==> config.mk <==
export PLATFORM = sky130hd
export DESIGN_NAME = pifo_io_port_mux
export DESIGN_NICKNAME = d
export VERILOG_FILES = /design/src/rtl/pifo_io_port_mux.sv
export SDC_FILE = /design/constraint.sdc
export NUM_CORES = 2
export LEC_CHECK = 0
export ABC_AREA = 1
export CAP_MARGIN = 10
export CORE_MARGIN = 3
export CORE_UTILIZATION = 59
export DETAILED_ROUTE_END_ITERATION = 10
export PLACE_DENSITY_LB_ADDON = 0.25
export SYNTH_ARGS = -nofsm -noshare
export SYNTH_HDL_FRONTEND = slang
export SYNTH_SLANG_ARGS = --single-unit
==> constraint.sdc <==
create_clock -name i_clk -period 7.59 [get_ports i_clk]
set_input_delay 1.518 -clock i_clk [delete_from_list [all_inputs] [get_ports i_clk]]
set_output_delay 1.518 -clock i_clk [all_outputs]
set_load 0.01 [all_outputs]
==> src/rtl/pifo_io_port_mux.sv <==
`default_nettype none
// ============================================================================
// Module   : pifo_io_port_mux
// Purpose  : Multi-port front end for the banked PIFO SRAM tree. Host ports
//            issue push/pop requests with valid/ready handshakes; each request
//            is steered to bank tree_id % LEVEL, queued per bank and issued to
//            the SRAM top as a registered one-cycle strobe. Pop results return
//            in order per bank, are tagged with {port, tree_id} and merged
//            round-robin onto a single registered response channel.
// Ports    : i_clk/i_rst        clock, synchronous active-high reset
//            i_req_*/o_req_ready host request channel (one lane per port)
//            o_push/o_pop/o_tree_id/o_push_data  per-bank issue strobes
//            i_task_fifo_full   per-bank issue stall
//            i_pop_valid/i_pop_data  per-bank pop results (all-ones = empty)
//            o_rsp_*            merged pop responses (no backpressure)
//            o_err              sticky protocol/overflow error
// Revision : 1.0 - initial release
// ============================================================================
module pifo_io_port_mux #(
    parameter int PTW      = 16,
    parameter int MTW      = 44,
    parameter int LEVEL    = 4,   // power of 2, >= 2
    parameter int TREE_NUM = 16,  // >= LEVEL
    parameter int NUM_PORT = 2,
    parameter int QDEPTH   = 4,   // power of 2, >= 2
    localparam int W       = MTW + PTW,
    localparam int TB      = $clog2(TREE_NUM),
    localparam int PB      = (NUM_PORT > 1) ? $clog2(NUM_PORT) : 1
) (
    input  logic                   i_clk,
    input  logic                   i_rst,
    input  logic [NUM_PORT-1:0]    i_req_valid,
    input  logic [NUM_PORT-1:0]    i_req_pop,
    input  logic [NUM_PORT*TB-1:0] i_req_tree_id,
    input  logic [NUM_PORT*W-1:0]  i_req_data,
    output logic [NUM_PORT-1:0]    o_req_ready,
    output logic [LEVEL-1:0]       o_push,
    output logic [LEVEL-1:0]       o_pop,
    output logic [LEVEL*TB-1:0]    o_tree_id,
    output logic [LEVEL*W-1:0]     o_push_data,
    input  logic [LEVEL-1:0]       i_task_fifo_full,
    input  logic [LEVEL-1:0]       i_pop_valid,
    input  logic [LEVEL*W-1:0]     i_pop_data,
    output logic                   o_rsp_valid,
    output logic [PB-1:0]          o_rsp_port,
    output logic [TB-1:0]          o_rsp_tree_id,
    output logic [W-1:0]           o_rsp_data,
    output logic                   o_rsp_empty,
    output logic                   o_err
);

    localparam int LB   = $clog2(LEVEL);
    localparam int QB   = $clog2(QDEPTH);
    localparam int TAGW = PB + TB;
    localparam int RSPW = PB + TB + W;
    localparam int QEW  = PB + 1 + TB + W;   // {port, pop, tree_id, data}

    localparam logic [QB:0] c_qdepth = (QB+1)'(QDEPTH);

    // Cross-bank signals
    logic [LEVEL-1:0]      w_acc;        // bank accepts its arbitration winner
    logic [LEVEL*PB-1:0]   w_win_flat;   // winning port per bank
    logic [LEVEL-1:0]      w_rf_nempty;  // response FIFO holds an entry
    logic [LEVEL*RSPW-1:0] w_rf_head;    // response FIFO heads
    logic [LEVEL-1:0]      w_rf_rd;      // one-hot response FIFO read grant
    logic [LEVEL-1:0]      w_bank_err;   // unsolicited result or overflow
    logic                  r_post_rst;   // high only in the cycle after reset

    // ------------------------------------------------------------------------
    // Per-bank request arbitration, request queue, issue, tags and responses
    // ------------------------------------------------------------------------
    for (genvar b = 0; b < LEVEL; b++) begin : g_bank
        logic [NUM_PORT-1:0] w_cand;
        logic                w_win_vld;
        logic [PB-1:0]       w_win;
        logic [PB-1:0]       r_rr;

        logic [QEW-1:0]      r_q [QDEPTH];
        logic [QB:0]         r_q_wp, r_q_rp;
        logic                w_q_full, w_q_empty;
        logic [QEW-1:0]      w_new, w_head;
        logic [PB-1:0]       w_h_port;
        logic                w_h_pop;
        logic [TB-1:0]       w_h_tree;
        logic [W-1:0]        w_h_data;
        logic                w_issue, w_pop_iss;
        logic [QB:0]         r_cred;

        logic [TAGW-1:0]     r_tag [QDEPTH];
        logic [QB:0]         r_t_wp, r_t_rp;
        logic                w_t_empty, w_ret, w_unsol;

        logic [RSPW-1:0]     r_rf [QDEPTH];
        logic [QB:0]         r_rf_wp, r_rf_rp;
        logic                w_rf_full, w_rf_empty, w_rf_wr, w_ovf;

        logic                r_push, r_pop;
        logic [TB-1:0]       r_tree;
        logic [W-1:0]        r_pdata;

        always_comb begin
            w_cand = '0;
            for (int p = 0; p < NUM_PORT; p++) begin
                w_cand[p] = i_req_valid[p] &&
                            (i_req_tree_id[p*TB +: LB] == LB'(b));
            end
        end

        // Round-robin: first candidate at or after the pointer wins
        always_comb begin
            w_win_vld = 1'b0;
            w_win     = '0;
            for (int k = 0; k < NUM_PORT; k++) begin
                if (!w_win_vld && w_cand[(int'(r_rr) + k) % NUM_PORT]) begin
                    w_win_vld = 1'b1;
                    w_win     = PB'((int'(r_rr) + k) % NUM_PORT);
                end
            end
        end

        assign w_q_empty = (r_q_wp == r_q_rp);
        assign w_q_full  = ((r_q_wp - r_q_rp) == c_qdepth);
        assign w_acc[b]  = w_win_vld && !w_q_full;
        assign w_win_flat[b*PB +: PB] = w_win;

        assign w_new = {w_win, i_req_pop[w_win],
                        i_req_tree_id[int'(w_win)*TB +: TB],
                        i_req_data[int'(w_win)*W +: W]};

        assign w_head   = r_q[r_q_rp[QB-1:0]];
        assign w_h_port = w_head[QEW-1 -: PB];
        assign w_h_pop  = w_head[TB+W];
        assign w_h_tree = w_head[W +: TB];
        assign w_h_data = w_head[W-1:0];

        // Pops need a credit so outstanding results always fit downstream
        assign w_issue   = !w_q_empty && !i_task_fifo_full[b] &&
                           (!w_h_pop || (r_cred != '0));
        assign w_pop_iss = w_issue && w_h_pop;

        assign w_t_empty = (r_t_wp == r_t_rp);
        assign w_ret     = i_pop_valid[b] && !w_t_empty && !r_post_rst;
        assign w_unsol   = i_pop_valid[b] &&  w_t_empty && !r_post_rst;

        assign w_rf_empty = (r_rf_wp == r_rf_rp);
        assign w_rf_full  = ((r_rf_wp - r_rf_rp) == c_qdepth);
        assign w_rf_wr    = w_ret && (!w_rf_full || w_rf_rd[b]);
        assign w_ovf      = w_ret &&   w_rf_full && !w_rf_rd[b];

        assign w_rf_nempty[b]             = !w_rf_empty;
        assign w_rf_head[b*RSPW +: RSPW]  = r_rf[r_rf_rp[QB-1:0]];
        assign w_bank_err[b]              = w_unsol || w_ovf;

        always_ff @(posedge i_clk) begin
            if (i_rst) begin
                r_rr    <= '0;
                r_q_wp  <= '0;
                r_q_rp  <= '0;
                r_t_wp  <= '0;
                r_t_rp  <= '0;
                r_rf_wp <= '0;
                r_rf_rp <= '0;
                r_cred  <= c_qdepth;
                r_push  <= 1'b0;
                r_pop   <= 1'b0;
                r_tree  <= '0;
                r_pdata <= '0;
            end else begin
                if (w_acc[b]) begin
                    r_q[r_q_wp[QB-1:0]] <= w_new;
                    r_q_wp <= r_q_wp + 1'b1;
                    r_rr   <= (int'(w_win) == NUM_PORT - 1) ? '0 : w_win + 1'b1;
                end
                if (w_issue) begin
                    r_q_rp <= r_q_rp + 1'b1;
                end

                r_push  <= w_issue && !w_h_pop;
                r_pop   <= w_pop_iss;
                r_tree  <= w_issue ? w_h_tree : '0;
                r_pdata <= (w_issue && !w_h_pop) ? w_h_data : '0;

                if (w_pop_iss) begin
                    r_tag[r_t_wp[QB-1:0]] <= {w_h_port, w_h_tree};
                    r_t_wp <= r_t_wp + 1'b1;
                end
                if (w_ret) begin
                    r_t_rp <= r_t_rp + 1'b1;
                end

                if (w_pop_iss && !w_ret) begin
                    r_cred <= r_cred - 1'b1;
                end else if (!w_pop_iss && w_ret) begin
                    r_cred <= r_cred + 1'b1;
                end

                if (w_rf_wr) begin
                    r_rf[r_rf_wp[QB-1:0]] <= {r_tag[r_t_rp[QB-1:0]], i_pop_data[b*W +: W]};
                    r_rf_wp <= r_rf_wp + 1'b1;
                end
                if (w_rf_rd[b]) begin
                    r_rf_rp <= r_rf_rp + 1'b1;
                end
            end
        end

        assign o_push[b]               = r_push;
        assign o_pop[b]                = r_pop;
        assign o_tree_id[b*TB +: TB]   = r_tree;
        assign o_push_data[b*W +: W]   = r_pdata;
    end

    // ------------------------------------------------------------------------
    // Request ready: a port is ready when its bank accepted it as the winner
    // ------------------------------------------------------------------------
    always_comb begin
        o_req_ready = '0;
        for (int b = 0; b < LEVEL; b++) begin
            for (int p = 0; p < NUM_PORT; p++) begin
                if (w_acc[b] && (int'(w_win_flat[b*PB +: PB]) == p)) begin
                    o_req_ready[p] = 1'b1;
                end
            end
        end
    end

    // ------------------------------------------------------------------------
    // Response merge: round-robin over non-empty bank response FIFOs
    // ------------------------------------------------------------------------
    logic [LB-1:0]   r_rsp_rr;
    logic [LB-1:0]   w_rsp_sel;
    logic            w_rsp_any;
    logic [RSPW-1:0] w_rsp_ent;

    always_comb begin
        w_rsp_any = 1'b0;
        w_rsp_sel = '0;
        for (int k = 0; k < LEVEL; k++) begin
            // LB-bit truncation wraps the index since LEVEL is a power of 2
            if (!w_rsp_any && w_rf_nempty[LB'(int'(r_rsp_rr) + k)]) begin
                w_rsp_any = 1'b1;
                w_rsp_sel = LB'(int'(r_rsp_rr) + k);
            end
        end
    end

    assign w_rf_rd   = w_rsp_any ? (LEVEL'(1) << w_rsp_sel) : '0;
    assign w_rsp_ent = w_rf_head[int'(w_rsp_sel)*RSPW +: RSPW];

    logic          r_rsp_valid;
    logic [PB-1:0] r_rsp_port;
    logic [TB-1:0] r_rsp_tree;
    logic [W-1:0]  r_rsp_data;
    logic          r_rsp_empty;
    logic          r_err;

    always_ff @(posedge i_clk) begin
        if (i_rst) begin
            r_rsp_rr    <= '0;
            r_rsp_valid <= 1'b0;
            r_rsp_port  <= '0;
            r_rsp_tree  <= '0;
            r_rsp_data  <= '0;
            r_rsp_empty <= 1'b0;
            r_err       <= 1'b0;
            r_post_rst  <= 1'b1;
        end else begin
            r_post_rst  <= 1'b0;
            r_err       <= r_err | (|w_bank_err);
            r_rsp_valid <= w_rsp_any;
            if (w_rsp_any) begin
                r_rsp_rr    <= w_rsp_sel + 1'b1;
                r_rsp_port  <= w_rsp_ent[RSPW-1 -: PB];
                r_rsp_tree  <= w_rsp_ent[W +: TB];
                r_rsp_data  <= w_rsp_ent[W-1:0];
                r_rsp_empty <= &w_rsp_ent[W-1:0];
            end else begin
                r_rsp_port  <= '0;
                r_rsp_tree  <= '0;
                r_rsp_data  <= '0;
                r_rsp_empty <= 1'b0;
            end
        end
    end

    assign o_rsp_valid   = r_rsp_valid;
    assign o_rsp_port    = r_rsp_port;
    assign o_rsp_tree_id = r_rsp_tree;
    assign o_rsp_data    = r_rsp_data;
    assign o_rsp_empty   = r_rsp_empty;
    assign o_err         = r_err;

endmodule
`default_nettype wire

==> reports/qor.txt <==
Yosys warnings -> 0
Core Footprint -> 170000 µm²
Max-Cap Viols -> 0
Total Wirelength -> 292000 µm
Tcrit/Tclk final -> 0.832
WP buf/inv -> 5
R2r setup slk -> 1920 ps
CP top delay family -> buffers and inverters
Cts bufs inserted -> 278
Post-cts sizing count -> 0
Largest net degree at the start of global routing -> 113
DPL Wire Length -> 189000 µm
Hold slack -> 473 ps
Post-CTS setup buffer count -> 0
Setup Skew -> 46.7 ps
Growth of design area from synthesis to finish -> 17.6%
Share of layout cells above drive strength 1 -> 0.0621
Worst slack at placement -> 1440 ps
CP Cell Sequence -> clkdlybuf4s50_1 > inv_1 > nor3_1 > inv_1 > o21ai_4 > inv_1 > o2111ai_1 > clkdlybuf4s50_1
Synthesized instance count -> 8365
Peak per-stage delay on the critical path -> 650 ps
Critical Path RT -> 6070 ps
Synth Area per Inst -> 12.1 µm²
Most common cell type on the critical path -> inv_1
Share of the synthesized area in the top cell type -> 0.648
Unrepaired setup endpoints after global routing -> no
HP Start -> g_bank[1].r_rf_wp[2]
Most used DFF post-synth -> edfxtp_1
Initial antenna violation count -> 57
FF-to-FF Start -> g_bank[3].r_rf_wp[0]
Clk_lat worst skew -> 920 ps
PD cells -> 363 nW/µm²
PnR worst setup slack -> 1280 ps
DRC Markers -> 0
CP Max Fanout -> 30
Fin crit period -> 6310 ps
Total gr overflow -> 0
Slew @ Worst Pin -> 1230 ps
Crit-path slowest cell -> clkdlybuf4s50_1
P_leak -> 41.6 nW
Hold_buf cts -> 0
Worst vdd ir -> 442 µV
Area of the die -> 176000 µm²
I/O pin count -> 716
Final Net Count -> 9424
1st-iter DRT viols -> 7530
CTS tree -> done
Final setup violating endpoints -> 0
CP Capture Type -> output pin
Crit Reg-Reg Endpoint -> g_bank[0].r_rf[3][41]
Die span in x -> 419 µm
Root Buffer -> clkbuf_16
DR WL/cell -> 25.6 µm
Setup Crit Path Kind -> input port to output pin
Post-synth EDFFs -> 2176
Final core occ -> 0.699
Drt pass-1 iters -> 7
Ys async rst share -> 0
DRT antenna net count -> 0
Post-Syn Nets -> 8835
Arrival @ worst endpoint -> 4790 ps
Die height -> 419 µm
Synth area leaders -> edfxtp_1 (65%), dfxtp_1 (8.9%), o21ai_0 (5.9%)
Fin. Hold Viols -> 0
Levels on crit path -> 8
CTS Buffer Depth -> 4
CTS clk-pin slew, worst paths -> 60 ps
Yosys reg bits -> 2623
Starting Density -> 0.594
Vias in the first global route -> 64.7k
Tot GR Track Use -> 0.325
First-pass GRT wire length -> 416000 µm
Area of the mapped netlist -> 101000 µm²
Synth cell types -> 39
Vias/cell -> 5.96
Setup TNS -> 0 ps
Reg2Reg Depth -> 19
Hold Crit Class -> flip-flop to flip-flop
Number of port buffers -> 715
Outcome -> finished, final reports clean
GP Congestion -> 1.01
CTS HTree Levels -> 5
Most frequent cells in the layout -> edfxtp_1 (2176), nor2_1 (1428), o21ai_0 (1177), nand2_1 (1023), clkdlybuf4s50_1 (715)
Num rows -> 151
Commonest non-fill, non-tap cell in the layout -> edfxtp_1
Max transition margin -> 0.171
WHS Endpoint -> g_bank[1].r_rf_wp[2]
Register area share after synthesis -> 0.737
Fmax achieved -> 0.158 GHz
Sink Count -> 2623
Total number of vias -> 68.0k
Slew Limit Fails -> 0
Crit path launch type -> input port
Cell taking the most area after synthesis -> edfxtp_1
Hold Crit Depth -> 2
==> layer usage <==
layer / track usage / share of wire
met2: 0.547 / 0.50
met1: 0.362 / 0.33
met3: 0.0662 / 0.082
met4: 0.253 / 0.090
met5: 0 / 0.00081
==> area by class of cell <==
class	count	area (µm²)
well taps	2218	2780
multi-input cells	4947	23800
diodes	47	118
repair buffers	816	7940
clock buffers	385	7750
flip-flops and latches	2623	74300
clock inverters	91	783
fillers	11275	51100
inverters	288	1090
==> flip-flops by register name, summed over array words and instances, names as in the netlist, 16 cells and up, named ones only <==
| register | cells |
|---|---|
| o_rsp_data | 60 |
| g_bank.r_tree | 16 |
| g_bank.r_q | 1056 |
| g_bank.r_rf | 1040 |
| g_bank.r_tag | 80 |
| g_bank.r_pdata | 240 |
==> Yosys cell counts, types with 17 or more instances <==
library cell	number
edfxtp_1	2176
a32o_1	99
dfxtp_1	447
o22ai_1	158
o21ai_0	1179
nor2_1	1460
a21oi_1	571
ha_1	84
buf_1	45
buf_2	28
inv_1	277
nand3b_1	90
nand3_1	194
clkbuf_1	411
nor3_1	17
nand2_1	1027
==> power breakdown <==
part,switching [mW],internal (mW)
sequential,0.671,16.7
clock,5.28,7.55
combinational,9.23,3.63
total,15.2,27.9
==> worst min-delay path, stage by stage, from the launching register on <==
cell and delay, ps:
dfxtp_1 330, inv_2 60, a21oi_1 50
==> how the worst max path moves through the flow <==
stage / from / endpoint / slack (ps)
detailed placement: i_req_tree_id[0] / o_req_ready[0] / 1440
CTS: i_req_tree_id[0] / o_req_ready[0] / 1420
floorplan: g_bank[1].r_rf_wp[0] / g_bank[1].r_rf[0][0] / 1760
global placement: i_req_tree_id[0] / o_req_ready[0] / 1460
finish: i_req_tree_id[0] / o_req_ready[0] / 1280
global route: i_req_tree_id[0] / o_req_ready[0] / 1130
==> cells by family (layout without fill, tap and decap cells) <==
| group | after synthesis | in the layout | synth area share |
|---|---|---|---|
| AO/OA/AOI/OAI | 2030 | 2030 | 0.108 |
| XOR/XNOR | 19 | 19 | 0.00172 |
| adder cells (fa/ha/maj) | 88 | 88 | 0.0112 |
| buffers and inverters | 795 | 1580 | 0.0311 |
| flip-flops | 2623 | 2623 | 0.737 |
| other | 0 | 47 | 0 |
| AND/OR/NAND/NOR | 2810 | 2810 | 0.111 |
==> per-stage QoR <==
| stage | cell area, µm² | total power [mW] | cells |
|---|---|---|---|
| after floorplan | 101000 | 25.2 | 8365 |
| after global placement | 110000 | 30.0 | 10891 |
| after detailed placement | 110000 | 30.3 | 10891 |
| after CTS | 118000 | 43.0 | 11367 |
| after global routing | 118000 | 44.8 | 11376 |
| final | 119000 | 43.1 | 11415 |
(Power assumes the default switching activity.)
